## src/rtl/piso_pkg.sv

```systemverilog
// Shared types and constants for the serial frame transmitter.
package piso_pkg;

  // Transmitter frame phases.
  typedef enum logic [1:0] {
    IDLE   = 2'd0,
    START  = 2'd1,
    DATA   = 2'd2,
    PARITY = 2'd3
  } state_t;

  localparam int DEFAULT_WIDTH = 8;

  // Fold one more transmitted bit into a running even-parity accumulator.
  function automatic logic parity_step(input logic acc, input logic bit_in);
    return acc ^ bit_in;
  endfunction

endpackage

```

## src/rtl/piso_tx_bit_counter.sv

```systemverilog
// Payload bit counter: synchronous clear has priority over increment.
module bit_counter #(
  parameter int CW = 4
) (
  input  logic          clk,
  input  logic          resetn,
  input  logic          clear,
  input  logic          en,
  output logic [CW-1:0] count
);

  logic [CW-1:0] count_r;

  // Count enabled cycles, returning to zero on clear or reset.
  always_ff @(posedge clk or negedge resetn) begin
    if (!resetn) begin
      count_r <= {CW{1'b0}};
    end else if (clear) begin
      count_r <= {CW{1'b0}};
    end else if (en) begin
      count_r <= count_r + {{(CW-1){1'b0}}, 1'b1};
    end else begin
      count_r <= count_r;
    end
  end

  assign count = count_r;

endmodule

```

## src/rtl/piso_tx.sv

```systemverilog
// Parallel-in serial-out frame transmitter: start bit, payload, optional even parity.
module piso_tx
  import piso_pkg::*;
#(
  parameter int WIDTH     = DEFAULT_WIDTH,
  parameter int PARITY_EN = 1,
  parameter int MSB_FIRST = 1
) (
  input  logic             clk,
  input  logic             resetn,
  input  logic [WIDTH-1:0] data_in,
  input  logic             data_valid,
  output logic             data_ready,
  output logic             ser_out,
  output logic             frame,
  output logic             done
);

  localparam int CW = $clog2(WIDTH + 1);
  localparam logic [CW-1:0] LAST_IDX = CW'(WIDTH - 1);

  state_t           state_r;
  logic [WIDTH-1:0] shreg_r;
  logic             parity_r;
  logic             ser_r;
  logic             frame_r;
  logic             done_r;

  logic [CW-1:0]    count_s;
  logic             cnt_en_s;
  logic             cnt_clear_s;
  logic             last_bit_s;
  logic             head_bit_s;
  logic [WIDTH-1:0] shreg_shift_s;

  bit_counter #(.CW(CW)) u_bit_counter (
    .clk    (clk),
    .resetn (resetn),
    .clear  (cnt_clear_s),
    .en     (cnt_en_s),
    .count  (count_s)
  );

  // Counter control and next-bit selection from the shift register head.
  always_comb begin
    cnt_en_s      = 1'b0;
    last_bit_s    = 1'b0;
    cnt_clear_s   = 1'b1;
    head_bit_s    = 1'b0;
    shreg_shift_s = shreg_r;
    if (state_r == DATA) begin
      cnt_en_s    = 1'b1;
      last_bit_s  = (count_s == LAST_IDX);
      cnt_clear_s = last_bit_s;
    end else begin
      cnt_en_s    = 1'b0;
      cnt_clear_s = 1'b1;
    end
    if (MSB_FIRST != 0) begin
      head_bit_s    = shreg_r[WIDTH-1];
      shreg_shift_s = {shreg_r[WIDTH-2:0], 1'b0};
    end else begin
      head_bit_s    = shreg_r[0];
      shreg_shift_s = {1'b0, shreg_r[WIDTH-1:1]};
    end
  end

  // Frame sequencer; each line output is registered one cycle ahead of its phase.
  always_ff @(posedge clk or negedge resetn) begin
    if (!resetn) begin
      state_r  <= IDLE;
      shreg_r  <= {WIDTH{1'b0}};
      parity_r <= 1'b0;
      ser_r    <= 1'b0;
      frame_r  <= 1'b0;
      done_r   <= 1'b0;
    end else begin
      case (state_r)
        IDLE: begin
          done_r <= 1'b0;
          if (data_valid) begin
            state_r  <= START;
            shreg_r  <= data_in;
            parity_r <= 1'b0;
            ser_r    <= 1'b1;
            frame_r  <= 1'b1;
          end else begin
            ser_r    <= 1'b0;
            frame_r  <= 1'b0;
          end
        end
        START: begin
          state_r  <= DATA;
          ser_r    <= head_bit_s;
          frame_r  <= 1'b1;
          parity_r <= parity_step(parity_r, head_bit_s);
          shreg_r  <= shreg_shift_s;
        end
        DATA: begin
          if (last_bit_s) begin
            if (PARITY_EN != 0) begin
              state_r <= PARITY;
              ser_r   <= parity_r;
              frame_r <= 1'b1;
            end else begin
              state_r <= IDLE;
              ser_r   <= 1'b0;
              frame_r <= 1'b0;
              done_r  <= 1'b1;
            end
          end else begin
            ser_r    <= head_bit_s;
            frame_r  <= 1'b1;
            parity_r <= parity_step(parity_r, head_bit_s);
            shreg_r  <= shreg_shift_s;
          end
        end
        PARITY: begin
          state_r <= IDLE;
          ser_r   <= 1'b0;
          frame_r <= 1'b0;
          done_r  <= 1'b1;
        end
        default: begin
          state_r <= IDLE;
          ser_r   <= 1'b0;
          frame_r <= 1'b0;
          done_r  <= 1'b0;
        end
      endcase
    end
  end

  assign data_ready = (state_r == IDLE);
  assign ser_out    = ser_r;
  assign frame      = frame_r;
  assign done       = done_r;

endmodule

```

## config.mk

```make
export PLATFORM = sky130hd
export DESIGN_NAME = piso_tx
export DESIGN_NICKNAME = d
export VERILOG_FILES = /design/src/rtl/piso_pkg.sv /design/src/rtl/piso_tx_bit_counter.sv /design/src/rtl/piso_tx.sv
export SDC_FILE = /design/constraint.sdc
export NUM_CORES = 1
export LEC_CHECK = 0
export CELL_PAD_IN_SITES_DETAIL_PLACEMENT = 0
export CELL_PAD_IN_SITES_GLOBAL_PLACEMENT = 2
export CORE_AREA = 8 8 61 68
export DETAILED_ROUTE_END_ITERATION = 8
export DIE_AREA = 0 0 69 76
export PLACE_DENSITY_LB_ADDON = 0.05
export SLEW_MARGIN = 25
export SYNTH_ARGS = -nofsm -noshare
export SYNTH_HDL_FRONTEND = slang
export SYNTH_SLANG_ARGS = --single-unit
export TNS_END_PERCENT = 20
```

## constraint.sdc

```tcl
create_clock -name clk -period 1.9 [get_ports clk]
set_input_delay 0.285 -clock clk [delete_from_list [all_inputs] [get_ports clk]]
set_output_delay 0.285 -clock clk [all_outputs]
set_load 0.1 [all_outputs]
```

* Yosys cells after proc, flatten, opt, wreduce, memory -nomap -nowiden
Cells that the tools add are included.
Storage, ports and cells: bits in registers 18, input bits 11, output and inout port bits 4, logic and storage cells 42
Operators by class: add/subtract/negate cells 1, equality and inequality tests 7, mux-type cells 19, bitwise operators 1, reductions and logical operators 7
Operators with widths (number):
- one-hot mux 8 bit (3 select lines) | 1
- 2-to-1 mux 8 bit | 2
- 2-to-1 mux 4 bit | 2
- one-hot mux 2 bit (4 select lines) | 1
- 2-to-1 mux 1 bit | 7
- != test 2 bit, second input constant | 3
- one-hot mux 1 bit (3 select lines) | 2
- adder 4 x 1 -> 4 bit, second input constant | 1
- equality test 2 bit, second input constant | 2
- equality test 4 x 3 -> 1 bit, second input constant | 1
- 2-to-1 mux 2 bit | 2
- one-hot mux 1 bit (4 select lines) | 1
- nonzero test 2 bit | 2
- AND reduction 3 bit | 1
- nonzero test 3 bit | 1
- equality test 2 x 1 -> 1 bit, second input constant | 1
- zero test 2 bit | 1
- one-hot mux 1 bit (2 select lines) | 1
- AND reduction 2 bit | 1
- OR reduction 2 bit | 1
- bitwise XOR 1 bit | 1

* Longest topological paths before layout
depth in word-level cells 4, mapped depth 5, mapped depth without buffers 5

* Hierarchy
A second synthesis with hierarchy kept.
Second synthesis, totals: cell total of the unflattened synthesis 75, area total of the unflattened synthesis 957.2 sq um
By module, submodules not included:
- piso_tx | instances 1, cells an instance 59, area an instance 764.5 sq um
- bit_counter | instances 1, cells an instance 16, area an instance 192.7 sq um

* Worst setup path after synthesis
OpenSTA, ideal clock, no wires.
path type register to register, from register state_r[0], to register shreg_r[0], library setup time 0.125 ns, arrival time 2.082 ns, required time 1.775 ns, setup slack -0.307 ns, stages on the path, launching flop included 6, buffers on the path 0, clock period less this slack 2.207 ns, cell sequence dfrtp_1 inv_1 ha_1 nor2b_1 nor3_4 mux2_2
On the way: elaborated cells between the ends (all ways) 9
RTL lines:
- start, declared | line piso_tx.sv:22 | state_t state_r;
- start signal, assigned | line piso_tx.sv:71 | state_r <= IDLE;
- start signal, assigned | line piso_tx.sv:82 | state_r <= START;
- start signal, assigned | line piso_tx.sv:93 | state_r <= DATA;
- zero test 2 bit (*)
- net data_ready | line piso_tx.sv:13 | output logic data_ready,
- != test 2 bit (no source line) / nonzero test 3 bit (equally long branches)
- AND reduction 3 bit (no source line)
- end signal, assigned | line piso_tx.sv:72 | shreg_r <= {WIDTH{1'b0}};
- end signal, assigned | line piso_tx.sv:83 | shreg_r <= data_in;
- end signal, assigned | line piso_tx.sv:97 | shreg_r <= shreg_shift_s;
- end, declared | line piso_tx.sv:23 | logic [WIDTH-1:0] shreg_r;
The timed path passes the listed nets; every way through them passes the cells marked *. A chain may end at the register's enable or synchronous reset.

* Final worst setup path
from register state_r[0], to register shreg_r[3]
On the way: word-level cells in the longest chain between the ends 4, elaborated cells between the ends (all ways) 9
Ends and longest elaborated chain:
- equality test 2 bit | line piso_tx.sv:51, piso_tx.sv:78
- 2-to-1 mux 1 bit | line piso_tx.sv:51 | if (state_r == DATA) begin
- != test 2 bit (no source line)
- AND reduction 3 bit (no source line)
Several ways; a longest one is shown, not always the timed one.

==> results by group <==
Setup path
  • FF-to-FF Start: state_r[0]
  • Critical path class: reg -> reg
  • Crit path DAT: roughly 2000 ps
  • Reg2reg end: shreg_r[3]
  • Startpoint class of the critical path: flip-flop
  • Crit path max fanout: 8
  • Worst path required time: 2090 ps
  • R2r setup slk: 140 ps
  • CP max stage delay: 410 ps
  • Crit path to: shreg_r[3]
  • Worst setup path startpoint: state_r[0]
  • CP Capture Type: flip-flop
  • CP max stage cell: dfrtp_1
  • CP Cell Sequence: inv_1, ha_1, and4b_4, nor3_4, buf_12, mux2_2
  • Reg2Reg Depth: 6

Floorplanning
  • Placeable Area: 3140 µm²
  • Die area: 5240 µm²
  • DIE WIDTH: 69 µm
  • Die Y: 76 µm
  • Row count: 22
  • Starting Density: 0.291
  • Io pins: 15

Logic synthesis
  • Mapped Cells: 71
  • Dominant cell type by area after synthesis: dfrtp_1
  • Main synth FF type: dfrtp_1
  • Post-synth cell types: 23
  • Synthesized flop and latch total: 18
  • Post-synth EDFFs: 0
  • Syn_area_per_cell: 12.9 µm²
  • Yosys warns: 0
  • Seq/Total Area, Yosys: 0.492
  • Synthesized cell area: 915 µm²
  • Commonest cells in the netlist: dfrtp_1 (18), mux2_2 (16), ha_1 (6)
  • Most common cell in the netlist: dfrtp_1
  • Synth top area share: 0.492
  • Top cells by area, synth: dfrtp_1 (49%), mux2_2 (20%), ha_1 (8.2%)
  • Post-Synthesis Net Count: 88
  • Post-synth ARST share: 1.00

Drt
  • DRC Markers: 0
  • Drt pass-1 iters: 3
  • Vias/cell: 4.77
  • Routed length per instance: 14.2 µm
  • Routed wire length: 1820 µm
  • DRT antenna net count: 0
  • DR vias: 611
  • Starting DRT DRC Count: 5

STA
  • Final WS setup: around 140 ps
  • Final Max Slew Viols: 0
  • Final period utilization: 0.926
  • TNS Setup: 0 ps
  • Hold Violations, Final: 0
  • # setup viols final: 0
  • Skew final: roughly 1.8 ps
  • Worst Max-Slew Pin Slew: between 200 and 300 ps
  • Max Clk Rate: 568 MHz
  • RSZ-0062 raised after global routing: false
  • Period minus WS final: 1760 ps
  • Max-slew headroom: 0.811

Pwr
  • Total power: 2.31 mW
  • Pleak: 0.540 nW
  • Power Dens Cells: 1940 nW/µm²
  • Worst-case vdd ir drop: 0.772 mV

Placed design
  • # port buffers: 14
  • Hpwl dp: 1370 µm
  • Pre-CTS setup slack: 153 ps
  • Dpl cell area: about 1200 µm²
  • Gpl congestion: roughly 0.70
  • Placed instance count: 124

Layout
  • Ant diodes: 0
  • Non-Filler Instances: 128
  • Area delta synth->final: 30.1%
  • Layout cells sized above 1: 0.348
  • Layout net count: 110
  • Post-route cell area: 1190 µm²

Worst hold path
  • Worst min-delay path class: in -> async

GRT
  • GRT Total Usage: 0.0709
  • Total gr overflow: 0
  • Pin count of the biggest net entering global routing: 19
  • First-pass GRT wire length: 3130 µm
  • Initial antenna violation count: 0
  • Vias in the first global route: 679

Clock network
  • PostCTS Resize Cnt: 0
  • TritonCTS clock tree: yes
  • Worst-Skew Late Latency: 290 ps
  • Cts hold-fix bufs: 0
  • CTS sink cnt: 18
  • Clock slew at reported path FFs: 110 ps
  • CTS Root Cell: clkbuf_4
  • Clk buf depth: 2
  • Htree depth: 1
  • Postcts setup bufs: 0
  • Num CTS Buffers: 3

Flow run
  • Max Cap Viol: 0

Run status
  • Outcome: completed
==> metrics by stage <==
step / utilization / hold slack [ps]
finish: 0.379 / 310
global route: 0.379 / 335
CTS: 0.379 / 312
detailed placement: 0.368 / 474
global placement: 0.368 / 465
floorplan: - / -10.6
==> state kept, by name, summed over array words and instances, names as in the netlist <==
register             cells
frame                    1
parity_r                 1
state_r                  2
shreg_r                  8
done                     1
u_bit_counter.count      4
ser_out                  1
==> cell usage in the layout, fill, tap and decap left out, types with 2 or more instances in the layout <==
master           count
clkbuf_4             3
ha_1                 5
xor2_1               2
nor2b_1              2
nor2_1               2
mux2_2              16
clkdlybuf4s50_1     10
inv_1                3
buf_4                6
nand2_1              2
nand3b_1             4
dfrtp_1             18
buf_12               2
o211ai_1             2
a21oi_1              2
==> where the power goes <==
group	internal (mW)	switching, mW
clock network	0.117	0.130
logic	0.692	0.725
registers	0.554	0.0935
==> how the worst min path moves through the flow <==
stage / from / to / slack, ps / cells past startpoint
3_3_place_gp: u_bit_counter.count[0] / u_bit_counter.count[0] / 460 / 1
6_report: resetn / u_bit_counter.count[0] / 310 / 2
4_1_cts: resetn / u_bit_counter.count[1] / 310 / 2
5_1_grt: resetn / u_bit_counter.count[0] / 330 / 2
3_5_place_dp: u_bit_counter.count[0] / u_bit_counter.count[0] / 470 / 1
2_1_floorplan: resetn / done / -10 / 0
==> cells by family (layout without fill, tap and decap cells) <==
logic type | count (synthesis) | in the layout | synth area share
AND/OR/NAND/NOR | 17 | 17 | 0.130
AO/OA/AOI/OAI | 7 | 7 | 0.0520
multiplexers | 17 | 17 | 0.208
XOR/XNOR | 2 | 2 | 0.0192
flip-flops | 18 | 18 | 0.492
buffers and inverters | 4 | 25 | 0.0164
adder cells (fa/ha/maj) | 6 | 6 | 0.0821
==> cell type report <==
class	instances	area [µm²]
inverter	3	11.3
clock buffer	4	36.3
sequential	18	450
multi-input combinational	49	462
tap	36	45.0
fill	319	1950
timing repair buffer	18	185
==> layer usage <==
metal / global-route usage / part of all wire / routed length, µm
met1: 0.0814 / 0.42 / 769
met4: 0.0308 / 0.0066 / 12
met5: 0 / 0 / 0
met2: 0.116 / 0.52 / 950
met3: 0.0234 / 0.050 / 91
==> critical path, delay by kind of cell (launching register included) <==
family	cells	cell delay, ps
adders and majority gates	1	230
buffers and inverters	2	270
DFF	1	410
muxes	1	320
and+or+nand+nor	2	420
(Power assumes the default switching activity.)
